### config.mk
export PLATFORM = sky130hd
export DESIGN_NAME = uart_tx_frame
export DESIGN_NICKNAME = d
export VERILOG_FILES = /design/src/rtl/uart_tx_frame.sv
export SDC_FILE = /design/constraint.sdc
export NUM_CORES = 1
export LEC_CHECK = 0
export ABC_AREA = 1
export ABC_CLOCK_PERIOD_IN_PS = 1510
export CAP_MARGIN = 20
export CORE_UTILIZATION = 56
export CTS_CLUSTER_DIAMETER = 30
export DETAILED_ROUTE_END_ITERATION = 7
export DONT_BUFFER_PORTS = 1
export PLACE_DENSITY = 0.77
export SLEW_MARGIN = 20
export SYNTH_ARGS = -nofsm -noshare
export SYNTH_HDL_FRONTEND = slang
export SYNTH_SLANG_ARGS = --single-unit
### constraint.sdc
create_clock -name clk -period 1.51 [get_ports clk]
set_input_delay 0.302 -clock clk [delete_from_list [all_inputs] [get_ports clk]]
set_output_delay 0.302 -clock clk [all_outputs]
set_load 0.05 [all_outputs]
### src/rtl/uart_tx_frame.sv
// uart_tx_frame: parametrised UART transmitter (start, DATA_BITS LSB first,
// optional even/odd parity, 1 or 2 stop bits) behind a valid/ready handshake.
// Define UART_TX_FIFO_EN to put a FIFO_DEPTH-entry FIFO in front of the FSM.
module uart_tx_frame #(
    parameter int CLK_FREQ    = 50000000,
    parameter int BAUD        = 9600,
    parameter int DATA_BITS   = 8,
    parameter int PARITY_MODE = 1,
    parameter int STOP_BITS   = 1,
    parameter int FIFO_DEPTH  = 4
) (
    input  logic                 clk,
    input  logic                 nrst,
    input  logic                 tx_valid,
    input  logic [DATA_BITS-1:0] tx_data,
    output logic                 tx_ready,
    output logic                 tx_serial,
    output logic                 tx_busy,
    output logic                 tx_done
);

    localparam int DIV   = (CLK_FREQ + BAUD / 2) / BAUD;
    localparam int CNT_W = (DIV > 1) ? $clog2(DIV) : 1;
    // bit counter also counts stop bits, which never exceed DATA_BITS
    localparam int BIT_W = $clog2(DATA_BITS + 1);

    typedef enum logic [2:0] {IDLE, START, DATA, PARITY, STOP} state_t;

    state_t               state, state_nxt;
    logic [CNT_W-1:0]     baud_cnt;
    logic [BIT_W-1:0]     bit_cnt;
    logic [DATA_BITS-1:0] shreg;
    logic                 par_bit;
    logic                 busy_q;
    logic                 bit_end;
    logic                 start_req;
    logic [DATA_BITS-1:0] load_data;
    logic                 ser_d;
    logic                 done_d;
    logic                 busy_d;

    assign bit_end = (baud_cnt == CNT_W'(DIV - 1));

`ifdef UART_TX_FIFO_EN
    localparam int PTR_W = $clog2(FIFO_DEPTH);

    logic [DATA_BITS-1:0] mem [FIFO_DEPTH];
    logic [PTR_W-1:0]     wr_ptr, rd_ptr;
    logic [PTR_W:0]       count;
    logic                 full, empty, push, pop;

    assign full      = (count == (PTR_W + 1)'(FIFO_DEPTH));
    assign empty     = (count == '0);
    // no bypass: a full FIFO refuses the push even in a cycle that pops
    assign push      = tx_valid & ~full;
    assign pop       = (state == IDLE) & ~empty;
    assign tx_ready  = ~full;
    assign start_req = ~empty;
    assign load_data = mem[rd_ptr];
    assign tx_busy   = busy_q | ~empty;

    // FIFO pointers and occupancy; power-of-2 depth wraps the pointers for free
    always_ff @(posedge clk or negedge nrst) begin
        if (!nrst) begin
            wr_ptr <= '0;
            rd_ptr <= '0;
            count  <= '0;
        end else begin
            if (push) wr_ptr <= wr_ptr + PTR_W'(1);
            if (pop)  rd_ptr <= rd_ptr + PTR_W'(1);
            case ({push, pop})
                2'b10:   count <= count + (PTR_W + 1)'(1);
                2'b01:   count <= count - (PTR_W + 1)'(1);
                default: count <= count;
            endcase
        end
    end

    // FIFO storage, no reset needed since occupancy guards every read
    always_ff @(posedge clk) begin
        if (push) mem[wr_ptr] <= tx_data;
    end
`else
    assign tx_ready  = (state == IDLE);
    assign start_req = tx_valid;
    assign load_data = tx_data;
    assign tx_busy   = busy_q;
`endif

    // next-state logic
    always_comb begin
        state_nxt = state;
        case (state)
            IDLE:   if (start_req) state_nxt = START;
            START:  if (bit_end) state_nxt = DATA;
            DATA:   if (bit_end && bit_cnt == BIT_W'(DATA_BITS - 1))
                        state_nxt = (PARITY_MODE != 0) ? PARITY : STOP;
            PARITY: if (bit_end) state_nxt = STOP;
            STOP:   if (bit_end && bit_cnt == BIT_W'(STOP_BITS - 1))
                        state_nxt = IDLE;
            default: state_nxt = IDLE;
        endcase
    end

    // output decode: line level follows the current state one register later
    always_comb begin
        ser_d = 1'b1;
        case (state)
            START:   ser_d = 1'b0;
            DATA:    ser_d = shreg[0];
            PARITY:  ser_d = par_bit;
            default: ser_d = 1'b1;
        endcase
        done_d = (state == STOP) && (state_nxt == IDLE);
        busy_d = (state_nxt != IDLE);
    end

    // state register with the registered outputs; reset forces the line idle
    always_ff @(posedge clk or negedge nrst) begin
        if (!nrst) begin
            state     <= IDLE;
            tx_serial <= 1'b1;
            busy_q    <= 1'b0;
            tx_done   <= 1'b0;
        end else begin
            state     <= state_nxt;
            tx_serial <= ser_d;
            busy_q    <= busy_d;
            tx_done   <= done_d;
        end
    end

    // baud/bit counters, shift register and latched parity
    always_ff @(posedge clk or negedge nrst) begin
        if (!nrst) begin
            baud_cnt <= '0;
            bit_cnt  <= '0;
            shreg    <= '0;
            par_bit  <= 1'b0;
        end else begin
            if (state == IDLE || bit_end) baud_cnt <= '0;
            else                          baud_cnt <= baud_cnt + CNT_W'(1);

            if (state_nxt != state)
                bit_cnt <= '0;
            else if (bit_end && (state == DATA || state == STOP))
                bit_cnt <= bit_cnt + BIT_W'(1);

            if (state == IDLE && start_req) begin
                shreg   <= load_data;
                par_bit <= (^load_data) ^ (PARITY_MODE == 2);
            end else if (state == DATA && bit_end) begin
                shreg <= shreg >> 1;
            end
        end
    end

endmodule

Word level (Yosys, flattened, before mapping)
Index checks and enable logic that the tools add are counted.
{"block": "word_totals", "output_inout_bits": 4, "word_cells": 44, "input_bits": 11, "reg_bits": 32}
{"block": "classes", "n_reduce_logical": 15, "eq_ne": 7, "add_sub_neg": 2, "mux": 12}
{"op": "$mux W8", "n": 2}
{"op": "$mux W3", "n": 5}
{"op": "$pmux W3 S5", "n": 1}
{"op": "$add A13 B1 Y13 const B", "n": 1}
{"op": "$eq A13 B13 Y1 const B", "n": 1}
{"op": "$mux W13", "n": 1}
{"op": "$mux W4", "n": 2}
{"op": "$reduce_xor A8 Y1", "n": 1}
{"op": "$eq A3 B2 Y1 const B", "n": 2}
{"op": "$logic_and A1 B1 Y1", "n": 6}
{"op": "$logic_not A3 Y1", "n": 2}
{"op": "$add A4 B1 Y4 const B", "n": 1}
{"op": "$eq A4 B3 Y1 const B", "n": 1}
{"op": "$logic_not A4 Y1", "n": 1}
{"op": "$reduce_bool A2 Y1", "n": 2}
{"op": "$eq A3 B1 Y1 const B", "n": 1}
{"op": "$eq A3 B3 Y1 const B", "n": 1}
{"op": "$ne A3 B3 Y1", "n": 1}
{"op": "$pmux W1 S3", "n": 1}
{"op": "$reduce_bool A3 Y1", "n": 1}
{"op": "$logic_or A1 B1 Y1", "n": 2}

Logic depth before layout (Yosys ltp)
{"block": "logic_depth", "depth_word": 6, "ltp_mapped": 10, "depth_no_buf": 10}

Least setup slack after synthesis
Ideal clock, no wire load.
{"block": "synth_path", "path_type": "register to register", "from": "register baud_cnt[0]", "to": "register shreg[6]", "path_stages_with_launch": 9, "period_less_slack_ns": 1.421, "slack_ns": 0.089, "arrival_ns": 1.294, "cell_sequence": "dfrtp_1 > ha_1 > nand2_1 > nor2_1 > nand3_4 > nor2_4 > nor2_2 > nand2_1 > o211ai_2"}
{"block": "synth_between", "elab_chain_cells": 3}
{"item": "start, declared", "line": "30", "text": "logic [CNT_W-1:0] baud_cnt;"}
{"item": "start signal, assigned", "line": "142", "text": "else baud_cnt <= baud_cnt + CNT_W'(1);"}
{"item": "$eq A13 B13 Y1", "line": "42", "text": "assign bit_end = (baud_cnt == CNT_W'(DIV - 1));"}
{"item": "$logic_and A1 B1 Y1", "line": "152", "text": "end else if (state == DATA && bit_end) begin"}
{"item": "$reduce_bool A2 Y1 (no line)"}
{"item": "end signal, assigned", "line": "150", "text": "shreg <= load_data;"}
{"item": "end signal, assigned", "line": "153", "text": "shreg <= shreg >> 1;"}
{"item": "end, declared", "line": "32", "text": "logic [DATA_BITS-1:0] shreg;"}
No other way between the ends.
A chain may end at the register's enable or synchronous reset.

Worst setup path after layout
{"block": "layout_path", "from": "register baud_cnt[0]", "to": "register baud_cnt[11]"}
{"block": "layout_between", "elab_chain_cells": 3}
{"item": "branches (longest 2 deep; another with $add A13 B1 Y13)"}
{"item": "$mux W13 *", "line": "141", "text": "if (state == IDLE || bit_end) baud_cnt <= '0;"}
Mark *: on every way between the ends.

==> key figures <==
Timing
  – Least-Margin Pin Slew: between 400 and 500 ps
  – Count of final max-slew check failures: 0
  – Summed negative setup slack over all endpoints: -201.0 ps
  – Final min period: 1563 ps
  – Worst-case clock skew: 8.720 ps
  – Setup repair after global routing missed its margin: yes
  – Final count of negative-setup-slack endpoints: 5
  – Fin crit share: 103.5%
  – Max transition margin: 70.42%
  – Final Hold Violating Endpoints: 0
  – Minimum setup slack in the final design: -53.05 ps
  – Achievable clock frequency: around 640 MHz

Final layout
  – Area added between synthesis and finish: 21.98%
  – # nets final: 262
  – Share of final-layout standard cells stronger than drive strength 1: 29.32%
  – Filler cells: roughly 240
  – Total inserted antenna cells: 0

Pwr
  – Sw frac: 22.30%
  – Cell-internal power: 1139 uW
  – PD cells: 678.6 nW/um^2
  – Sequential share of power: 60.3%
  – Clock Power Share: 34.8%
  – Reported leakage power: 0.001033 uW
  – Net switching power: 326.8 uW
  – Maximum vdd ir drop: between 0.0006 and 0.0007 V
  – Combinational cell fraction of total power: 4.9%
  – Final total power: 1465 uW

Route
  – Highest routed metal layer: met4
  – Detailed-routed wire length on met3: between 150 and 200 um
  – Post-detailed-routing wire length: about 3700 um
  – Via count normalized by instance count: 5.123
  – Drt pass-1 iters: 4
  – Residual DRC count: 0
  – Average wire per standard cell: roughly 13 um
  – Met2 routed wirelength: 1749 um
  – DRT met1 WL: 1678 um
  – Number of routed nets with antenna violations: 0
  – Detailed router's first-iteration violation count: 82
  – Via count of the routed design: 1501

Clock tree
  – Later-pin clock latency in the skew report: 340 ps
  – CTS max path bufs: 2
  – Number of clock buffers inserted by TritonCTS: 5
  – Clk sink count: 32
  – Clock tree from TritonCTS: yes
  – Clock transition time at the flip-flop clock pins of the worst setup and hold paths: 100 ps
  – Root Buffer: clkbuf_4
  – Level count of the clock H-tree: 2

Floorplanning
  – Num ports: 15
  – Die footprint: 3390 um^2
  – Row count: 20
  – Floorplan die height: 58.23 um
  – Area inside the core boundary: a little over 3000 um^2
  – Initial cell density of the core: 58.47%
  – Horiz. Die Dim: 58.23 um

Critical path
  – CP bufs+invs: 2
  – Crit path max-delay family: simple AND/OR/NAND/NOR gates
  – CP Data Arrival Time: 1840 ps
  – Largest fanout of any net on the critical path: 3
  – Flop-to-flop setup slack: -50 ps
  – Slowest cell on the critical path: dfrtp_1
  – Critical Path RT: 1780 ps
  – Critical Path Source Type: flip-flop
  – Nature of the critical path endpoint: flip-flop
  – Critical path, cell by cell: buf_4, buf_4, nand3_1, nor2_2, nand3_2, nor2_2, nand3_2, nand2_1, nor3b_2
  – Maximum single-stage delay on the critical path: 380 ps
  – Launch point of the critical path: baud_cnt[0]
  – Kind of critical path: flip-flop to flip-flop
  – Reg-to-reg startpoint: baud_cnt[0]

Logic synthesis
  – Synth top area share: 43.82%
  – Number of synthesized flops with an enable pin: 0
  – Synthesized flop and latch total: 32
  – Async set-reset flop share out of synthesis: 100.0%
  – Avg Synthesized Cell Area: 7.975 um^2
  – Synth cell count leaders: nand2_1 (48), dfrtp_1 (31), inv_1 (28)
  – Unique masters post-synth: 25
  – Most numerous cell in the Yosys netlist: nand2_1
  – Synthesized area: around 1800 um^2
  – Synth Net Count: 236
  – Biggest area contributors in the synthesized netlist: dfrtp_1 (44%), nand2_1 (10%), inv_1 (5.9%)
  – Gate count of the mapped netlist: 222
  – Synth Warn #: 0
  – Sequential element share of the synthesized area: 45.30%
  – Commonest register cell after synthesis: dfrtp_1
  – Cell type with the largest total area after synthesis: dfrtp_1

Placement
  – Weighted congestion reported at the end of routability-driven placement: 0.9132
  – Post-detail-place hpwl: 2459 um
  – Port Buffer Count: 0

Global route
  – Overall overflow remaining after global route: 0
  – Pin count of the biggest net entering global routing: 33
  – Initial antenna violation count: 0
  – Wire length of the first global-routing pass: approximately 5700 um
  – Combined global-route utilization of all metal layers: 22.48%
  – Via count of the first global-routing pass: 1375

Job
  – Maximum capacitance violations: 0

Outcome
  – Violated checks: setup timing
  – Outcome: finished, violations left

Hold path
  – Min-delay worst type: input port to flip-flop
  – Startpoint of the tightest hold check path: tx_data[4]
==> registers in the layout (all words and copies together), names as in the netlist <==
signal     flops
tx_serial      1
baud_cnt      13
par_bit        1
bit_cnt        4
shreg          8
tx_busy        1
tx_done        1
state          3
==> metrics by stage <==
step	setup WS, ps	hold WS [ps]	instances	cell area (um^2)	util [%]
final	-53.05	94.36	293	2160	71.32
after detailed placement	-11.14	7.195	276	1913	63.18
after floorplan	88.88	6.409	222	1770	-
after global placement	19.87	7.180	276	1913	63.18
after CTS	0.4775	87.88	288	2027	66.94
after global routing	-186.2	75.40	293	2160	71.32
==> layer usage <==
layer,track usage (%),vias to the layer above
li1,-,757
met1,30.14,695
met2,33.50,40
met3,7.143,9
met4,9.864,0
met5,0,-
==> final timing paths <==
check	endpoint	cells after the start
max in group asynchronous	tx_serial	2
worst max-delay path	baud_cnt[11]	9
worst min register to register	shreg[2]	2
worst min-delay path	shreg[4]	2
worst max register to register	baud_cnt[11]	9
min in group asynchronous	baud_cnt[8]	2
==> cell families (layout without fill, tap and decap cells) <==
kind of cell | after synthesis | after routing | share of synthesized area (%)
AO/OA/AOI/OAI | 23 | 23 | 7.209
XOR/XNOR | 9 | 9 | 4.452
flip-flops | 32 | 32 | 45.30
buffers and inverters | 33 | 60 | 7.208
adder cells (fa/ha/maj) | 3 | 3 | 2.120
AND/OR/NAND/NOR | 122 | 122 | 33.71
==> cell type report <==
type                       count  area, um^2  area share, %
multi-input combinational    157       939.7          43.51
sequential                    32       802.0          37.14
timing repair buffer          20       181.4          8.401
inverter                      32       122.6          5.678
clock buffer                   8       58.81          2.723
tap                           44       55.05          2.549
==> worst register-to-register path, stage by stage, from the launching register on <==
cell and delay, ps:
dfrtp_1 380, buf_4 120, buf_4 100, nand3_1 110, nor2_2 190, nand3_2 130, nor2_2 170, nand3_2 90
nand2_1 80, nor3b_2 140
==> power by group through the flow <==
stage	logic [uW]	clock network, uW	registers, uW
6_report	71.8	510	883
3_3_place_gp	47.9	0	900
4_1_cts	73.8	521	883
2_1_floorplan	44.9	0	897
5_1_grt	82.4	563	885
3_5_place_dp	48.7	0	900
==> cell usage in the layout (no fill, tap or decap), types with 2 or more instances in the layout <==
| cell | synthesis | layout |
|---|---|---|
| nand2_1 | 48 | 44 |
| dfrtp_1 | 31 | 31 |
| inv_1 | 28 | 22 |
| nor2_1 | 25 | 17 |
| buf_4 | 1 | 16 |
| nand3_1 | 17 | 14 |
| nor2_2 | 7 | 12 |
| o21ai_0 | 12 | 11 |
| inv_2 | 4 | 9 |
| nor3_1 | 9 | 8 |
| a21oi_1 | 8 | 7 |
| nand2_2 | 3 | 6 |
| nor2_4 | 3 | 6 |
| xnor2_1 | 5 | 5 |
| clkbuf_4 | 0 | 5 |
| nand3_2 | 2 | 4 |
| xor2_1 | 4 | 4 |
| nand3_4 | 2 | 3 |
| nand4_1 | 2 | 2 |
| nor3b_1 | 3 | 2 |
| ha_1 | 3 | 2 |
| clkbuf_1 | 0 | 2 |
| buf_12 | 0 | 2 |
==> repair_timing <==
item	in CTS	in global routing
endpoints found under the setup margin	4	23
hold endpoints to repair	32	0
pin swaps	3	15
resized for setup	5	29
hold buffers	2	0
buffers inserted	2	5
(Power assumes the default switching activity.)
